[src/rtl/adsr_pkg.sv]
// ---------------------------------------------------------------------------
// adsr_pkg
// Shared definitions for the ADSR envelope generator:
//   STATE_W     width of the envelope state encoding
//   envState_t  envelope stage encodings (IDLE..RELEASE)
//   lmaxOf()    full-scale level for a given level width (2^w - 1)
// ---------------------------------------------------------------------------
package adsr_pkg;

    localparam int STATE_W = 3;

    typedef enum logic [STATE_W-1:0] {
        ENV_IDLE    = 3'd0,
        ENV_ATTACK  = 3'd1,
        ENV_DECAY   = 3'd2,
        ENV_SUSTAIN = 3'd3,
        ENV_RELEASE = 3'd4
    } envState_t;

    // Full-scale envelope level for a level register of the given width.
    function automatic logic [63:0] lmaxOf(input int width);
        return (64'd1 << width) - 64'd1;
    endfunction

endpackage

[src/rtl/adsr_env_if.sv]
// ---------------------------------------------------------------------------
// adsr_env_if
// Bundles the voice-path signals of the envelope generator.
//   gate, in_ready, sample_in        note gate, codec strobe, input sample
//   attack/decay/release_step        per-strobe ramp increments
//   sustain_level                    live sustain target
//   sample_out, out_valid            modulated sample and its one-cycle strobe
//   env_level, env_state, busy       envelope status
// master: the side that drives gate/samples/settings (voice controller)
// slave : the envelope generator itself
// ---------------------------------------------------------------------------
interface adsr_env_if #(
    parameter int SAMPLE_WIDTH = 16,
    parameter int LEVEL_WIDTH  = 16
);
    import adsr_pkg::*;

    logic                           gate;
    logic                           in_ready;
    logic signed [SAMPLE_WIDTH-1:0] sample_in;
    logic        [LEVEL_WIDTH-1:0]  attack_step;
    logic        [LEVEL_WIDTH-1:0]  decay_step;
    logic        [LEVEL_WIDTH-1:0]  sustain_level;
    logic        [LEVEL_WIDTH-1:0]  release_step;
    logic signed [SAMPLE_WIDTH-1:0] sample_out;
    logic                           out_valid;
    logic        [LEVEL_WIDTH-1:0]  env_level;
    logic        [STATE_W-1:0]      env_state;
    logic                           busy;

    modport master (
        output gate, in_ready, sample_in,
        output attack_step, decay_step, sustain_level, release_step,
        input  sample_out, out_valid, env_level, env_state, busy
    );

    modport slave (
        input  gate, in_ready, sample_in,
        input  attack_step, decay_step, sustain_level, release_step,
        output sample_out, out_valid, env_level, env_state, busy
    );

endinterface

[src/rtl/adsr_gain.sv]
// ---------------------------------------------------------------------------
// adsr_gain
// Scales a signed sample by an unsigned envelope level (gain = level/2^LW,
// never above 1) and registers the result with a one-cycle valid pulse.
//   clk, reset   clock, asynchronous active-low reset
//   i_strobe     sample strobe; the product is captured on this cycle
//   i_sample     signed input sample
//   i_level      envelope level in effect before this strobe's update
//   o_sample     registered scaled sample (holds between strobes)
//   o_valid      high for the cycle after each strobe
// ---------------------------------------------------------------------------
module adsr_gain #(
    parameter int SAMPLE_WIDTH = 16,
    parameter int LEVEL_WIDTH  = 16
) (
    input  logic                           clk,
    input  logic                           reset,
    input  logic                           i_strobe,
    input  logic signed [SAMPLE_WIDTH-1:0] i_sample,
    input  logic        [LEVEL_WIDTH-1:0]  i_level,
    output logic signed [SAMPLE_WIDTH-1:0] o_sample,
    output logic                           o_valid
);

    // The magnitude of sample*level stays below 2^(SW+LW-1), so SW+LW
    // signed bits hold the product exactly.
    localparam int PW = SAMPLE_WIDTH + LEVEL_WIDTH;

    logic signed [PW-1:0]           w_sampleExt;
    logic signed [PW-1:0]           w_levelExt;
    logic signed [PW-1:0]           w_prod;
    logic signed [SAMPLE_WIDTH-1:0] w_scaled;
    logic                           w_unusedLow;

    assign w_sampleExt = PW'(i_sample);
    assign w_levelExt  = PW'({1'b0, i_level});
    assign w_prod      = w_sampleExt * w_levelExt;

    // Taking the upper bits of a two's-complement product is an arithmetic
    // shift right by LEVEL_WIDTH, i.e. truncation toward minus infinity.
    assign w_scaled    = w_prod[LEVEL_WIDTH +: SAMPLE_WIDTH];
    assign w_unusedLow = ^w_prod[LEVEL_WIDTH-1:0];

    // Output register: new sample on strobe, hold otherwise; valid mirrors
    // the strobe one cycle late.
    always_ff @(posedge clk or negedge reset) begin
        if (!reset) begin
            o_sample <= '0;
            o_valid  <= 1'b0;
        end else begin
            o_valid <= i_strobe;
            if (i_strobe) begin
                o_sample <= w_scaled;
            end
        end
    end

endmodule

[src/rtl/adsr_env.sv]
// ---------------------------------------------------------------------------
// adsr_env
// Gate-driven ADSR envelope generator with linear, runtime-programmable
// ramps, live sustain level and retrigger, followed by an amplitude stage.
// Everything advances only on codec sample strobes (bus.in_ready).
//   clk, reset   clock, asynchronous active-low reset
//   bus          adsr_env_if slave: gate/sample/step inputs, modulated
//                sample + valid, envelope level/state/busy outputs
// ---------------------------------------------------------------------------
module adsr_env
    import adsr_pkg::*;
#(
    parameter int SAMPLE_WIDTH = 16,
    parameter int LEVEL_WIDTH  = 16
) (
    input  logic     clk,
    input  logic     reset,
    adsr_env_if.slave bus
);

    localparam logic [63:0]          LMAX64 = lmaxOf(LEVEL_WIDTH);
    localparam logic [LEVEL_WIDTH:0] LMAX_W = LMAX64[LEVEL_WIDTH:0];

    envState_t              r_state;
    logic [LEVEL_WIDTH-1:0] r_level;
    logic                   r_gateQ;

    envState_t              w_stateNext;
    logic [LEVEL_WIDTH-1:0] w_levelNext;
    logic                   w_rise;
    logic                   w_fall;
    logic                   w_inNote;
    logic [LEVEL_WIDTH:0]   w_attackSum;
    logic [LEVEL_WIDTH:0]   w_decayFloor;

    assign w_rise   = bus.gate & ~r_gateQ;
    assign w_fall   = ~bus.gate & r_gateQ;
    assign w_inNote = (r_state == ENV_ATTACK) || (r_state == ENV_DECAY) ||
                      (r_state == ENV_SUSTAIN);

    // One bit of headroom so neither sum can wrap. The decay test
    // level - step <= sustain is rewritten as level <= sustain + step to
    // avoid an underflowing subtraction.
    assign w_attackSum  = {1'b0, r_level} + {1'b0, bus.attack_step};
    assign w_decayFloor = {1'b0, bus.sustain_level} + {1'b0, bus.decay_step};

    // State, level and gate history only move on sample strobes.
    always_ff @(posedge clk or negedge reset) begin
        if (!reset) begin
            r_state <= ENV_IDLE;
            r_level <= '0;
            r_gateQ <= 1'b0;
        end else if (bus.in_ready) begin
            r_state <= w_stateNext;
            r_level <= w_levelNext;
            r_gateQ <= bus.gate;
        end
    end

    // Next stage and level. A gate rise retriggers ATTACK from wherever the
    // level currently is (no click); a fall during the note jumps to RELEASE
    // with the level kept; otherwise the current stage ramps.
    always_comb begin
        w_stateNext = r_state;
        w_levelNext = r_level;
        if (w_rise) begin
            w_stateNext = ENV_ATTACK;
        end else if (w_fall && w_inNote) begin
            w_stateNext = ENV_RELEASE;
        end else begin
            case (r_state)
                ENV_IDLE: begin
                    w_levelNext = '0;
                end
                ENV_ATTACK: begin
                    if ((w_attackSum >= LMAX_W) || (bus.attack_step == '0)) begin
                        w_levelNext = LMAX_W[LEVEL_WIDTH-1:0];
                        w_stateNext = ENV_DECAY;
                    end else begin
                        w_levelNext = w_attackSum[LEVEL_WIDTH-1:0];
                    end
                end
                ENV_DECAY: begin
                    if (({1'b0, r_level} <= w_decayFloor) || (bus.decay_step == '0)) begin
                        w_levelNext = bus.sustain_level;
                        w_stateNext = ENV_SUSTAIN;
                    end else begin
                        w_levelNext = r_level - bus.decay_step;
                    end
                end
                ENV_SUSTAIN: begin
                    w_levelNext = bus.sustain_level;
                end
                ENV_RELEASE: begin
                    if ((r_level <= bus.release_step) || (bus.release_step == '0)) begin
                        w_levelNext = '0;
                        w_stateNext = ENV_IDLE;
                    end else begin
                        w_levelNext = r_level - bus.release_step;
                    end
                end
                default: begin
                    w_levelNext = '0;
                    w_stateNext = ENV_IDLE;
                end
            endcase
        end
    end

    // Status outputs come straight from the registered state and level.
    always_comb begin
        bus.env_state = r_state;
        bus.env_level = r_level;
        bus.busy      = (r_state != ENV_IDLE);
    end

    // The gain stage sees the level before this strobe's update.
    adsr_gain #(
        .SAMPLE_WIDTH(SAMPLE_WIDTH),
        .LEVEL_WIDTH (LEVEL_WIDTH)
    ) u_gain (
        .clk     (clk),
        .reset   (reset),
        .i_strobe(bus.in_ready),
        .i_sample(bus.sample_in),
        .i_level (r_level),
        .o_sample(bus.sample_out),
        .o_valid (bus.out_valid)
    );

endmodule

[src/flat_wrapper.sv]
// flat-port wrapper written by rule: the top's interface ports become plain ports
module adsr_env_flat import adsr_pkg::*;
#(
    parameter int SAMPLE_WIDTH = 16,
    parameter int LEVEL_WIDTH  = 16
)
  (clk, reset, bus_gate, bus_in_ready, bus_sample_in, bus_attack_step, bus_decay_step, bus_sustain_level, bus_release_step, bus_sample_out, bus_out_valid, bus_env_level, bus_env_state, bus_busy);
  adsr_env_if #(.SAMPLE_WIDTH(SAMPLE_WIDTH), .LEVEL_WIDTH(LEVEL_WIDTH)) bus_i ();
  input  logic clk;
  input  logic reset;
  input wire logic [$bits(bus_i.gate)-1:0] bus_gate;
  input wire logic [$bits(bus_i.in_ready)-1:0] bus_in_ready;
  input wire logic [$bits(bus_i.sample_in)-1:0] bus_sample_in;
  input wire logic [$bits(bus_i.attack_step)-1:0] bus_attack_step;
  input wire logic [$bits(bus_i.decay_step)-1:0] bus_decay_step;
  input wire logic [$bits(bus_i.sustain_level)-1:0] bus_sustain_level;
  input wire logic [$bits(bus_i.release_step)-1:0] bus_release_step;
  output wire logic [$bits(bus_i.sample_out)-1:0] bus_sample_out;
  output wire logic [$bits(bus_i.out_valid)-1:0] bus_out_valid;
  output wire logic [$bits(bus_i.env_level)-1:0] bus_env_level;
  output wire logic [$bits(bus_i.env_state)-1:0] bus_env_state;
  output wire logic [$bits(bus_i.busy)-1:0] bus_busy;
  assign bus_i.gate = bus_gate;
  assign bus_i.in_ready = bus_in_ready;
  assign bus_i.sample_in = bus_sample_in;
  assign bus_i.attack_step = bus_attack_step;
  assign bus_i.decay_step = bus_decay_step;
  assign bus_i.sustain_level = bus_sustain_level;
  assign bus_i.release_step = bus_release_step;
  assign bus_sample_out = bus_i.sample_out;
  assign bus_out_valid = bus_i.out_valid;
  assign bus_env_level = bus_i.env_level;
  assign bus_env_state = bus_i.env_state;
  assign bus_busy = bus_i.busy;
  adsr_env #(.SAMPLE_WIDTH(SAMPLE_WIDTH), .LEVEL_WIDTH(LEVEL_WIDTH)) u_core (.clk(clk), .reset(reset), .bus(bus_i));
endmodule
[config.mk]
export PLATFORM = sky130hd
export DESIGN_NAME = adsr_env_flat
export DESIGN_NICKNAME = d
export VERILOG_FILES = /design/src/rtl/adsr_pkg.sv /design/src/rtl/adsr_env_if.sv /design/src/rtl/adsr_gain.sv /design/src/rtl/adsr_env.sv /design/src/flat_wrapper.sv
export SDC_FILE = /design/constraint.sdc
export NUM_CORES = 1
export LEC_CHECK = 0
export ABC_CLOCK_PERIOD_IN_PS = 5400
export CAP_MARGIN = 10
export CORE_ASPECT_RATIO = 0.5
export CORE_MARGIN = 3
export CORE_UTILIZATION = 35
export DETAILED_ROUTE_END_ITERATION = 16
export HOLD_SLACK_MARGIN = 0.03
export SETUP_SLACK_MARGIN = 0.15
export SLEW_MARGIN = 40
export SYNTH_ARGS = -nofsm -noshare
export SYNTH_HDL_FRONTEND = slang
export SYNTH_HIERARCHICAL = 1
export SYNTH_SLANG_ARGS = --single-unit
[constraint.sdc]
create_clock -name clk -period 5.4 [get_ports clk]
set_input_delay 0.54 -clock clk [delete_from_list [all_inputs] [get_ports clk]]
set_output_delay 0.54 -clock clk [all_outputs]
set_load 0.1 [all_outputs]
## Yosys cells after proc, flatten, opt, wreduce, memory -nomap -nowiden

Cells that the tools add are included.

- Logic and storage cells: 51
- Bits of input ports: 84
- Output and inout bits: 37
- Register bits: 37

- Multiplexer cells: 10
- Equality and inequality tests: 8
- Reduce and logical (&&, ||, !) cells: 14
- Bitwise gates (word level): 6
- $mul: 1
- Magnitude comparators: 3
- Add/subtract/negate cells: 4

Operators with widths:

| operator | count |
|---|---|
| 16-bit case mux with 4 select lines | 1 |
| 16-bit logical NOT | 3 |
| 16-bit two-way mux | 3 |
| 16-bit by 16-bit adder with 17-bit output | 2 |
| 16-bit by 17-bit multiplier with 32-bit output | 1 |
| 16-bit subtractor | 2 |
| 17-bit by 16-bit greater-or-equal comparator with 1-bit output, second input constant | 1 |
| 16-bit by 17-bit <= comparator with 1-bit output | 1 |
| 16-bit <= comparator | 1 |
| 3-bit two-way mux | 5 |
| 3-bit case mux with 4 select lines | 1 |
| 4-bit by 3-bit != test with 1-bit output, second input constant | 2 |
| 3-bit by 2-bit == test with 1-bit output, second input constant | 2 |
| 1-bit logical OR | 5 |
| 5-bit AND reduction | 1 |
| 4-bit by 1-bit != test with 1-bit output, second input constant | 1 |
| 1-bit NOT | 4 |
| 3-bit by 1-bit == test with 1-bit output, second input constant | 1 |
| 3-bit == test, second input constant | 1 |
| 3-bit logical NOT | 1 |
| 3-bit by 1-bit != test with 1-bit output, second input constant | 1 |
| 3-bit AND reduction | 1 |
| 3-bit nonzero test | 1 |
| 1-bit bitwise AND | 2 |
| 2 further kinds | 2 |

## Longest topological paths before layout

Gate-level depths: netlist of the first run.

- Depth after elaboration: 7
- Mapped depth: 22

## Hierarchy

The synthesis of the first run kept the hierarchy.

By module, submodules not included:

| module | area an instance (µm²) | times used | cells each |
|---|---|---|---|
| adsr_gain | 8947.3 | 1 | 996 |
| adsr_env | 4869.7 | 1 | 638 |

## Worst setup path before layout of the first run

No wires, ideal clock.

- Path type: register to register
- Start point: register u_core.r_level[7], in the netlist u_core/bus.env_level[7]
- End point: register u_core.u_gain.o_sample[13]
- Cell stages (with the launch flop): 23
- Required time: 5.275 ns
- Data arrival time: 6.325 ns
- Setup slack: -1.051 ns
- Path buffers: 1
- Clock period less this slack: 6.451 ns
- Cells stage by stage: dfrtp_1 > clkbuf_1 > nand2_1 > fa_1 > inv_1 > fa_1 > inv_1 > fa_1 > inv_1 > fa_1 > fa_1 > inv_1 > fa_1 > inv_1 > ha_1 > a21oi_1 > o21ai_0 > a32oi_1 > a41oi_2 > o22ai_2 > o21bai_4 > xor2_1 > mux2_2

- Longest elaborated chain between the ends: 1

Ends and longest elaborated chain:

| item | line | text |
|---|---|---|
| from (decl) | adsr_env.sv:25 | `logic [LEVEL_WIDTH-1:0] r_level;` |
| from (signal assigned) | adsr_env.sv:55 | `r_level <= w_levelNext;` |
| 16-bit by 17-bit multiplier with 32-bit output | adsr_gain.sv:37 | `assign w_prod = w_sampleExt * w_levelExt;` |
| to (signal assigned) | adsr_gain.sv:53 | `o_sample <= w_scaled;` |
| to (decl) | adsr_gain.sv:21 | `output logic signed [SAMPLE_WIDTH-1:0] o_sample,` |

Every way passes these cells.
A chain may end at the register's enable or synchronous reset.

## Worst setup path after layout of the first run

- Start point: register u_core.r_level[12], in the netlist u_core/bus.env_level[12]
- End point: register u_core.u_gain.o_sample[13]

Same word-level chain as after synthesis.

==> results of run 1 <==
==> area by class of cell <==
class | count | area (um^2) | share of cell area (%)
multi-input combinational | 1257 | 12000 | 67.6
inverter | 294 | 1100 | 6.20
clock buffer | 5 | 125 | 0.703
clock inverter | 3 | 25.0 | 0.141
sequential | 37 | 981 | 5.51
tap | 520 | 651 | 3.65
timing repair buffer | 339 | 2880 | 16.2
==> power groups by stage <==
stage,Sequential [mW],Combinational [mW],Clock [mW]
6_report,0.576,11.4,0.320
5_1_grt,0.595,12.7,0.337
4_1_cts,0.575,10.9,0.327
3_5_place_dp,0.614,10.3,0
3_3_place_gp,0.620,10.3,0
2_1_floorplan,1.34,6.36,0
==> worst max path at each step <==
stage | from | depth (start not counted) | endpoint
6_report | u_core/bus.env_level[12] | 23 | u_core/u_gain/o_sample[13]
5_1_grt | u_core/bus.env_level[5] | 25 | u_core/u_gain/o_sample[13]
3_3_place_gp | bus_sample_in[4] | 23 | u_core/u_gain/o_sample[13]
3_5_place_dp | bus_sample_in[4] | 23 | u_core/u_gain/o_sample[13]
4_1_cts | u_core/bus.env_level[12] | 21 | u_core/u_gain/o_sample[11]
2_1_floorplan | u_core/bus.env_level[7] | 22 | u_core/u_gain/o_sample[13]
==> cells by family after synthesis <==
family / share of synthesized area, %
flops: 6.70
fa+ha+maj: 46.1
buf+inv: 9.38
compound gates: 14.6
xor+xnor: 3.87
mux: 0.996
simple gates: 18.3
==> cells in the final DEF (no fill, tap or decap), types with 8 or more instances in the layout <==
master           count
nand2_2              9
clkdlybuf4s50_1     66
buf_2               44
xnor2_1             37
nand2_1            172
o21ai_1             15
dfrtp_1             21
o21a_1              16
a21oi_1             60
dfrtp_4             14
nand4_1             19
and2_1             115
a211oi_1            10
nor2_1              74
nand2b_1            16
nand3_1             16
nor4_1              15
inv_1              272
ha_1               179
a31oi_1              8
and2_4              10
xor2_1              23
o211ai_1             9
fa_2                17
buf_4              185
inv_2               22
o21ai_0             38
nor3_1              18
ha_4                13
a21oi_2             13
a21o_1              28
or3_1               12
buf_12              11
buf_6               20
fa_1               180
==> flip-flops by register name (all words and copies together) (netlist names) <==
name,cells
u_core/bus.env_level,16
u_core/u_gain/o_sample,16
u_core/bus.env_state,3
u_core/r_gateQ,1
u_core/u_gain/o_valid,1
==> repair_timing <==
item,4_1_cts,5_1_grt
pin swaps,43,58
gates cloned,2,0
hold buffers,0,0
endpoints found under the setup margin,16,33
gates resized for setup,92,76
buffers inserted,29,12
endpoints found under the hold margin,0,0
==> per-stage QoR <==
| step | instances | setup TNS (ns) |
|---|---|---|
| final | 2455 | -5.55 |
| after global routing | 2455 | -9.09 |
| after CTS | 2442 | -6.04 |
| after detailed placement | 2403 | -18.48 |
| after global placement | 2403 | -17.26 |
| after floorplan | 1634 | -3.25 |
==> synth_stat cells, types with 16 or more instances <==
library cell / count
xnor2_1: 38
o21a_1: 16
clkbuf_1: 40
nor2_1: 74
a21o_1: 28
fa_1: 197
o21ai_0: 43
nor3_1: 19
nand2b_1: 17
nand2_1: 185
a21oi_1: 72
dfrtp_1: 37
inv_1: 294
nand3_1: 16
and2_1: 124
xor2_1: 23
ha_1: 193
nand4_1: 19
==> layer usage <==
| layer | routed length, um | global-route usage [%] |
|---|---|---|
| met2 | 20400 | 35.3 |
| met5 | 0 | 0 |
| met1 | 19500 | 27.8 |
| met4 | 1060 | 5.13 |
| met3 | 2600 | 3.65 |
==> flow_summary.ini, run 1 <==
[global_routing]
antenna_found_initial = 0
grt_pass1_vias = 13000
grt_use_total_pct = 20.9
grt_start_max_net_pins = 38
grt_pass1_wl_um = 69900
grt_overflow_total = 0

[floorplan]
dieArea_um2 = 42000
start_util_pct = 36.2
die_w_um = 287
fp.dieH_um = 146
rows = 50
core_um2 = 38200
pin_count = 121

[cts]
clkTransAtPathRegs_ns = 0.07
htreeDepth = 2
numCtsBuffers = 5
clock-sinks = 37
clock_latency_ns = 0.30
root_buffer = clkbuf_16
cts_tree = yes
cts_max_path_buffers = 2

[power]
total_leakage_power_nw = 8.86
ir_drop_v = 0.000561
pwr-share-clk_pct = 2.6
p_per_area_nw_per_um2 = 692
share_seq_of_total_power_pct = 4.7
swShare_pct = 54.3
power.internal_mw = 5.63
power_mw = 12.3
power_switching_mw = 6.69
pwr-share-comb_pct = 92.7

[critical_path]
r2r_slack_ns = -0.54
worst_path_max_delay_cell = fa_1
path_class = flip-flop to flip-flop
required_ns = 5.59
cp-end-kind = flip-flop
slowest_delay_ns = 0.54
cp_cell_sequence = buf_6 > buf_6 > nand2_1 > fa_1 > fa_1 > fa_1 > inv_2 > fa_1 > fa_1 > inv_1 > fa_1 > inv_2 > ha_4 > nand4_1 > nor3_2 > a32oi_1 > buf_4 > a41oi_4 > buf_12 > o22ai_4 > o21bai_4 > xor2_1 > mux2_2
startpoint_type = flip-flop
crit_family = adder cells
path_buf_inv = 7
crit_arrival_ns = 6.12
cpMostUsedCell = fa_1
reg2reg_to = u_core/u_gain/o_sample[13]
rr_startpoint = u_core/bus.env_level[12]
reg2reg_depth = 23
worstPathMaxFanout = 4

[finish]
nNetsFinal = 2408
antenna_cells = 0
final_cell_area_um2 = 17800
area_growth_pct = 28.9
drive_gt1_share_pct = 22.3
fill_cells = 3767
final_util_pct = 46.7

[sta]
finClkSkew_ns = 0.00652
worst_pin_slew_ns = 0.802
final-max-slew-violation-count = 0
finalSetupViolCount = 16
holdWs_ns = 0.208
grt_setup_unrepaired = yes
slew_headroom_pct = 46.4
finalHoldViolCount = 0
max_freq_mhz = 168
post-route-period-util_pct = 110
layout_min_cycle_time_ns = 5.94
fin_ws_ns = -0.536

[placed_design]
post-place-ws_ns = -1.40
place.gp.congestion = 0.944
dpl-instance-area_um2 = 16900
portBuffers = 120
dp_hpwl_um = 35700

[run_status]
status = finished, violations left
violations = negative setup slack

[drt]
antenna_left = 0
vias_per_cell = 5.05
drtIter0Drc = 637
first_pass_iters = 5
vias = 12400
drc = 0
drt_wl_total_um = 43600
wire_per_inst_um = 17.7

[yosys]
synth_top_area_share_pct = 28.5
synth_edf_count = 0
syn_area_um2 = 13800
yosysSeqAreaShare_pct = 6.70
post-synth-top-area-cell = fa_1
synthTopCellsByArea = fa_1, ha_1, inv_1, dfrtp_1, and2_1
synth_fp_nets = 2108
synth.distinct_cells = 85
synth.ff_latch_count = 37
async_reset_ff_share_pct = 100
syn_avg_cell_area_um2 = 8.46
syn_inst = 1634
yosys_warnings = 6
synth_top_flop_cell = dfrtp_1

[hold_path]
min_path_type = primary input to asynchronous set/reset pin

[run]
maxCapViolations = 0
Power figures use the tool's default switching activity.
==> inputs of run 2 (changes only) <==
--- a/config.mk
+++ b/config.mk
@@ -10,6 +10,7 @@
 export CORE_ASPECT_RATIO = 0.5
 export CORE_MARGIN = 3
 export CORE_UTILIZATION = 35
+export CTS_CLUSTER_DIAMETER = 40
 export DETAILED_ROUTE_END_ITERATION = 16
 export HOLD_SLACK_MARGIN = 0.03
 export SETUP_SLACK_MARGIN = 0.15
==> results of run 2 <==
Final layout, timing and power as in run 1 (identical DEF).
